<file path="config.mk">
export PLATFORM = sky130hd
export DESIGN_NAME = ysyx_lsu
export DESIGN_NICKNAME = d
export VERILOG_FILES = /design/src/rtl/ysyx_lsu.sv
export SDC_FILE = /design/constraint.sdc
export NUM_CORES = 1
export LEC_CHECK = 0
export CAP_MARGIN = 10
export CORE_MARGIN = 2
export CORE_UTILIZATION = 38
export DETAILED_ROUTE_END_ITERATION = 10
export HOLD_SLACK_MARGIN = 0.1
export PLACE_DENSITY_LB_ADDON = 0.3
export SETUP_SLACK_MARGIN = 0.1
export SYNTH_ARGS = -nofsm -noshare
export SYNTH_HDL_FRONTEND = slang
export SYNTH_SLANG_ARGS = --single-unit
</file>
<file path="constraint.sdc">
create_clock -name clk -period 1.92 [get_ports clk]
set_clock_uncertainty 0.15 [all_clocks]
set_input_delay 0.384 -clock clk [delete_from_list [all_inputs] [get_ports clk]]
set_output_delay 0.384 -clock clk [all_outputs]
set_load 0.02 [all_outputs]
</file>
<file path="src/rtl/ysyx_lsu.sv">
// ysyx_lsu: load/store unit bridging the execute stage to an AXI4-Lite master port.
// Handles sub-word alignment, strobes, sign/zero extension and access faults.
module ysyx_lsu #(
    parameter int BIT_W = 32
) (
    input  logic             clk,
    input  logic             rst,
    input  logic             exu_avalid,
    input  logic             exu_ren,
    input  logic             exu_wen,
    input  logic [BIT_W-1:0] exu_addr,
    input  logic [BIT_W-1:0] exu_wdata,
    input  logic [2:0]       exu_func3,
    output logic [BIT_W-1:0] rdata_o,
    output logic             rvalid_o,
    output logic             wready_o,
    output logic             fault_o,
    output logic [BIT_W-1:0] araddr,
    output logic             arvalid,
    input  logic             arready,
    input  logic [BIT_W-1:0] rdata,
    input  logic [1:0]       rresp,
    input  logic             rvalid,
    output logic             rready,
    output logic [BIT_W-1:0] awaddr,
    output logic             awvalid,
    input  logic             awready,
    output logic [BIT_W-1:0] wdata,
    output logic [3:0]       wstrb,
    output logic             wvalid,
    input  logic             wready,
    input  logic [1:0]       bresp,
    input  logic             bvalid,
    output logic             bready
);
    typedef enum logic [2:0] {IDLE, RADDR, RDATA, WREQ, WRESP, DONE} state_t;
    state_t           state_q;
    logic [BIT_W-1:0] addr_q, wdata_q, rshift, rext;
    logic [2:0]       func3_q;
    logic             is_load, is_store, misaligned;

    always_comb begin
        is_load    = exu_ren;
        is_store   = exu_wen & ~exu_ren;
        misaligned = (exu_func3[1:0] == 2'b01 && exu_addr[0]) ||
                     (exu_func3[1:0] == 2'b10 && exu_addr[1:0] != 2'b00);
        rshift     = rdata >> {addr_q[1:0], 3'b000};
        // func3[2] selects the unsigned variants, so it masks the sign bit
        rext       = func3_q[1:0] == 2'b00 ? {{(BIT_W-8){~func3_q[2] & rshift[7]}}, rshift[7:0]} :
                     func3_q[1:0] == 2'b01 ? {{(BIT_W-16){~func3_q[2] & rshift[15]}}, rshift[15:0]} :
                     rshift;
    end

    assign araddr = addr_q;
    assign awaddr = addr_q;
    assign wdata  = wdata_q << {addr_q[1:0], 3'b000};
    assign wstrb  = func3_q[1:0] == 2'b00 ? 4'b0001 << addr_q[1:0] :
                    func3_q[1:0] == 2'b01 ? 4'b0011 << addr_q[1:0] : 4'b1111;

    always_ff @(posedge clk) begin
        if (rst) begin
            state_q  <= IDLE;
            addr_q   <= '0;
            wdata_q  <= '0;
            func3_q  <= '0;
            arvalid  <= 1'b0;
            rready   <= 1'b0;
            awvalid  <= 1'b0;
            wvalid   <= 1'b0;
            bready   <= 1'b0;
            rvalid_o <= 1'b0;
            wready_o <= 1'b0;
            fault_o  <= 1'b0;
            rdata_o  <= '0;
        end else begin
            case (state_q)
                IDLE: if (exu_avalid && (exu_ren || exu_wen)) begin
                    addr_q  <= exu_addr;
                    wdata_q <= exu_wdata;
                    func3_q <= exu_func3;
                    if (misaligned) begin
                        state_q  <= DONE;
                        rvalid_o <= is_load;
                        wready_o <= is_store;
                        fault_o  <= 1'b1;
                        if (is_load) rdata_o <= '0;
                    end else if (is_load) begin
                        state_q <= RADDR;
                        arvalid <= 1'b1;
                    end else begin
                        state_q <= WREQ;
                        awvalid <= 1'b1;
                        wvalid  <= 1'b1;
                    end
                end
                RADDR: if (arready) begin
                    arvalid <= 1'b0;
                    rready  <= 1'b1;
                    state_q <= RDATA;
                end
                RDATA: if (rvalid) begin
                    rready   <= 1'b0;
                    rdata_o  <= rext;
                    fault_o  <= rresp != 2'b00;
                    rvalid_o <= 1'b1;
                    state_q  <= DONE;
                end
                WREQ: begin
                    if (awready) awvalid <= 1'b0;
                    if (wready) wvalid <= 1'b0;
                    // address and data may complete in either order
                    if ((!awvalid || awready) && (!wvalid || wready)) begin
                        bready  <= 1'b1;
                        state_q <= WRESP;
                    end
                end
                WRESP: if (bvalid) begin
                    bready   <= 1'b0;
                    fault_o  <= bresp != 2'b00;
                    wready_o <= 1'b1;
                    state_q  <= DONE;
                end
                DONE: begin
                    rvalid_o <= 1'b0;
                    wready_o <= 1'b0;
                    fault_o  <= 1'b0;
                    state_q  <= IDLE;
                end
                default: state_q <= IDLE;
            endcase
        end
    end
endmodule

</file>
* Yosys cells after proc, flatten, opt, wreduce, memory -nomap -nowiden
Cells that the tools add are included.
Operators by class: multiplexer cells 48, shift-type cells 4, bitwise logic cells 5, eq/ne operators 19, reductions and logical operators 34
Operators with widths (number):
- $mux W32 | 6
- $pmux W32 S2 | 1
- $shl A32 B5 Y32 | 1
- $shr A32 B5 Y32 | 1
- $reduce_and A5 Y1 | 6
- $mux W1 | 23
- $ne A2 B2 Y1 const B | 11
- $mux W3 | 6
- $reduce_bool A2 Y1 | 8
- $pmux W3 S5 | 1
- $pmux W1 S2 | 5
- $mux W4 | 2
- $reduce_and A4 Y1 | 2
- $eq A3 B2 Y1 const B | 2
- $eq A3 B3 Y1 const B | 2
- $pmux W1 S3 | 2
- $reduce_and A3 Y1 | 2
- $reduce_bool A3 Y1 | 2
- $eq A2 B1 Y1 const B | 2
- $logic_and A1 B1 Y1 | 4
- $logic_or A1 B1 Y1 | 4
- $pmux W1 S4 | 1
- $reduce_bool A4 Y1 | 1
- $shl A1 B2 Y4 const A | 1
- other kinds (10) | 14
Storage, ports and cells: register bits after elaboration 110, input bits 113, word-level logic and storage cells 123, output and inout bits 140

* Longest topological paths before layout
word-level depth 6, gate-level depth with buffers 7, depth with buffers taken out 4

* Least setup slack after synthesis
Ideal clock, no wire load.
path kind register to output, from reg addr_q[0], in the netlist araddr[0], to out wdata[31], buffers on the path 4, required time 1.386 ns, stages on the path, launching flop included 7, arrival 1.787 ns, setup slack -0.401 ns, cell sequence dfxtp_1 buf_6 buf_2 clkbuf_1 clkbuf_1 a211oi_1 a21oi_1
On the way: cells in the longest elaborated chain, start to end 1
Ends and longest elaborated chain:
- start: declaration | line 38 | logic [BIT_W-1:0] addr_q, wdata_q, rshift, rext;
- start signal: assignment | line 78 | addr_q <= exu_addr;
- $shl A32 B5 Y32 | line 56 | assign wdata = wdata_q << {addr_q[1:0], 3'b000};
- end: declaration | line 28 | output logic [BIT_W-1:0] wdata,
No other way between the ends.

* Worst setup path after layout
from reg addr_q[0], in the netlist araddr[0], to out wdata[15]
Same word-level chain as after synthesis.

==> Implementation_results.wiki <==
{| class="wikitable"
! Metric !! Value
|-
| Outcome || finished with violations
|-
| Failing checks || setup timing
|-
| Residual antenna-violating net count after detailed routing || 0
|-
| First-pass GRT wire length || around 28 mm
|-
| Number of sinks driven by the clock tree || 110
|-
| Cell type contributing the most total cell area after synthesis || sky130_fd_sc_hd__dfxtp_1
|-
| WP data required || roughly 1.4 ns
|-
| Average cell area after synthesis || a little over 8 um2
|-
| Share of synthesized registers carrying an async set or reset || 0
|-
| Routed wire per std cell || 17.4 um
|-
| Number of max-cap violations || 0
|-
| Delay-heaviest family, CP || buffers and inverters
|-
| Worst setup margin || -0.163 ns
|-
| Worst-margin pin slew || between 0.6 and 0.7 ns
|-
| CP Data Arrival Time || 1.55 ns
|-
| Ranking of synthesized cells by instance count || sky130_fd_sc_hd__nand2_1, sky130_fd_sc_hd__dfxtp_1, sky130_fd_sc_hd__a21oi_1, sky130_fd_sc_hd__buf_4, sky130_fd_sc_hd__mux2i_1
|-
| Sequential-to-total area share from yosys stat || 0.407
|-
| Critical path cell sequence || buf_12, buf_16, mux2i_1, nor2_1, buf_4
|-
| DRC errors left || 0
|-
| Maximum number of pins on one net before global-route repair || between 70 and 80
|-
| Cells taking the most area after synthesis || sky130_fd_sc_hd__dfxtp_1, sky130_fd_sc_hd__nand2_1, sky130_fd_sc_hd__a21oi_1
|-
| Count of cell types in the netlist || 54
|-
| Critical-path cell with the highest stage delay || sky130_fd_sc_hd__dfxtp_4
|-
| Core ar. || approximately 0.014 mm2
|-
| Leading register cell type out of synthesis || sky130_fd_sc_hd__dfxtp_1
|-
| Most numerous cell in the Yosys netlist || sky130_fd_sc_hd__nand2_1
|-
| Later-pin clock latency in the skew report || roughly 0.35 ns
|-
| Number of setup violations in the final report || 54
|-
| Sort of element at the start of the critical path || flop
|-
| Critical path class || reg2out
|-
| GRT Overall Usage || 0.235
|-
| Static power due to leakage || ~0.0041 uW
|-
| Core Rows || 43
|-
| Number of antenna repair diodes || 0
|-
| Type of the tightest min-delay check || reg2reg
|-
| Number of global-route vias before repair || about 5500
|-
| Initial DRC Count || around 360
|-
| Chip Width || around 120 um
|-
| Number of max-slew violations in the final report || 0
|-
| Max Fclk || just under 0.5 GHz
|-
| Ratio of routed vias to standard cells || 5.26
|-
| Cell area reported after detailed placement || approximately 0.0084 mm2
|-
| Slowest Stage Delay on Critical Path || between 0.4 and 0.5 ns
|-
| Clk root buf || sky130_fd_sc_hd__clkbuf_16
|-
| WHS || between 0.3 and 0.4 ns
|-
| Share of cells above drive strength 1 || 0.245
|-
| Detailed-placement wirelength estimate || about 13 mm
|-
| Number of antenna violations at the first check in global routing || 1
|-
| Clk pin slew, worst setup/hold paths || approximately 0.070 ns
|-
| Worst vdd rail ir drop || 604 uV
|-
| Post-layout nets || between 1000 and 1500
|-
| YS warnings || 0
|-
| CP bufs+invs || 3
|-
| Routed wire length || slightly below 20 mm
|-
| IO Pins || between 200 and 300
|-
| Fill cell instance count of the final layout || around 1100
|-
| Deepest level of the CTS H-tree || 3
|-
| Power per unit of standard cell area || 1160 mW/mm2
|-
| Synth Instances || around 660
|-
| Source of the worst register-to-register timing path || araddr[1]
|-
| 1st-pass router iterations || 5
|-
| Worst slew margin || 0.569
|-
| Die height || around 120 um
|-
| Start point of the worst min-delay path || wdata_q[28]
|-
| EDFF count, synth || 0
|-
| Number of storage elements in the synthesis netlist || 110
|-
| Worst Path Max Fanout || 8
|-
| Cell area after layout || roughly 0.0094 mm2
|-
| Sequential standard cell area || approximately 0.0022 mm2
|-
| Via count || 5799
|-
| Net count of the mapped netlist || a little under 800
|-
| Area share of the largest cell type after synthesis || 0.407
|-
| Worst setup path startpoint || araddr[0]
|-
| Starting Density || 0.390
|-
| TritonCTS clock tree || yes
|-
| Tcrit/Tclk final || 1.08
|-
| Setup crit end kind || primary output
|-
| Synthesis-to-finish area growth || 73.7%
|-
| Multi-input gate area || about 0.0032 mm2
|-
| RSZ-0062 raised after global routing || yes
|-
| GP Congestion || ~0.86
|-
| Remaining global-route overflow || 0
|-
| Area enclosed by the die boundary || 0.0152 mm2
|-
| Number of endpoints with negative hold slack in the final report || 0
|-
| Mapped cell area || between 0.005 and 0.006 mm2
|-
| Min Tclk post-route || between 2 and 2.5 ns
|-
| I/O Buffers || approximately 250
|-
| Maximum count of clock buffers along a single path || 2
|-
| Number of clock buffers inserted by TritonCTS || 9
|}
-- power breakdown --
part | total, uW | internal [uW] | switching [uW]
sequential | 3110 | 2710 | 397
combinational | 5460 | 2590 | 2870
clock | 2290 | 1410 | 876
total | 10900 | 6720 | 4140
-- metrics by stage --
step	total power [uW]	setup TNS [ns]	std cells	utilization	setup WS, ns
final	10900	-5.34	1103	0.677	-0.163
after global routing	11400	-8.42	1103	0.677	-0.207
after CTS	10600	-5.57	1098	0.659	-0.156
after detailed placement	8020	-48.42	1065	0.604	-0.562
after global placement	7990	-45.39	1065	0.604	-0.480
after floorplan	5900	0	661	-	0.0200
-- state kept, by name (all words and copies together), names as in the netlist --
signal	cells
araddr	32
arvalid	1
awvalid	1
bready	1
fault_o	1
func3_q	3
rdata_o	32
rready	1
rvalid_o	1
state_q	3
wdata_q	32
wready_o	1
wvalid	1
-- logic make-up after synthesis --
kind of cell             share of synthesized area
AND/OR/NAND/NOR                              0.192
buffers and inverters                       0.0983
XOR/XNOR                                   0.00162
adder cells (fa/ha/maj)                    0.00925
AO/OA/AOI/OAI                                0.212
multiplexers                                0.0800
flip-flops                                   0.407
-- layout by cell type, fill, tap and decap left out, types with 4 or more instances in the layout --
master,instances
sky130_fd_sc_hd__mux2i_4,14
sky130_fd_sc_hd__buf_12,16
sky130_fd_sc_hd__dlygate4sd2_1,100
sky130_fd_sc_hd__buf_6,30
sky130_fd_sc_hd__a211oi_2,4
sky130_fd_sc_hd__o21ai_2,4
sky130_fd_sc_hd__a221o_1,16
sky130_fd_sc_hd__dfxtp_1,108
sky130_fd_sc_hd__clkdlybuf4s50_1,108
sky130_fd_sc_hd__o21ai_4,6
sky130_fd_sc_hd__clkbuf_16,12
sky130_fd_sc_hd__nand2_1,158
sky130_fd_sc_hd__buf_2,6
sky130_fd_sc_hd__nor2_1,16
sky130_fd_sc_hd__bufinv_16,4
sky130_fd_sc_hd__and2_4,8
sky130_fd_sc_hd__a21oi_2,8
sky130_fd_sc_hd__o21ai_0,12
sky130_fd_sc_hd__a22o_1,9
sky130_fd_sc_hd__a32o_1,7
sky130_fd_sc_hd__a211oi_4,4
sky130_fd_sc_hd__buf_4,58
sky130_fd_sc_hd__mux2i_1,17
sky130_fd_sc_hd__nor2b_1,9
sky130_fd_sc_hd__buf_16,4
sky130_fd_sc_hd__nand2b_1,4
sky130_fd_sc_hd__nand2_2,4
sky130_fd_sc_hd__nand2_4,4
sky130_fd_sc_hd__a21oi_1,81
sky130_fd_sc_hd__inv_1,7
sky130_fd_sc_hd__mux2_2,8
-- worst paths after layout --
| path | slack (ns) | cells past startpoint | endpoint |
|---|---|---|---|
| worst max register to register | -0.14 | 8 | rdata_o[24] |
| worst min-delay path | 0.30 | 2 | wdata_q[28] |
| worst max-delay path | -0.16 | 5 | wdata[15] |
| worst min register to register | 0.30 | 2 | wdata_q[28] |
-- area by class of cell --
type                    instances  share of cell area
clock inverters                 7              0.0152
flip-flops and latches        110               0.235
clock buffers                   9              0.0240
well taps                     180              0.0240
multi-input cells             458               0.342
repair buffers                330               0.355
inverters                       9             0.00492
-- worst min-delay path: cells and delay by family, from the launching register on --
kind	cells	cell delay, ns
AOI/OAI and AO/OA	1	0.05
DFF	1	0.31
and+or+nand+nor	1	0.05
-- layer usage --
metal	GRT usage	wire, um	up-vias
met2	0.398	9370	271
met1	0.286	7670	2710
met5	0	0	-
met4	0.0852	365	0
li1	-	-	2790
met3	0.0623	1810	28
-- what timing repair did --
action                                  in CTS  in global routing
pin swaps                                   17                 11
cloned                                       5                  3
gates resized for setup                    379                 47
hold buffers                                 0                  0
hold endpoints to repair                     0                  0
endpoints found under the setup margin     232                142
buffers inserted                            12                  5
Power figures use the tool's default switching activity.
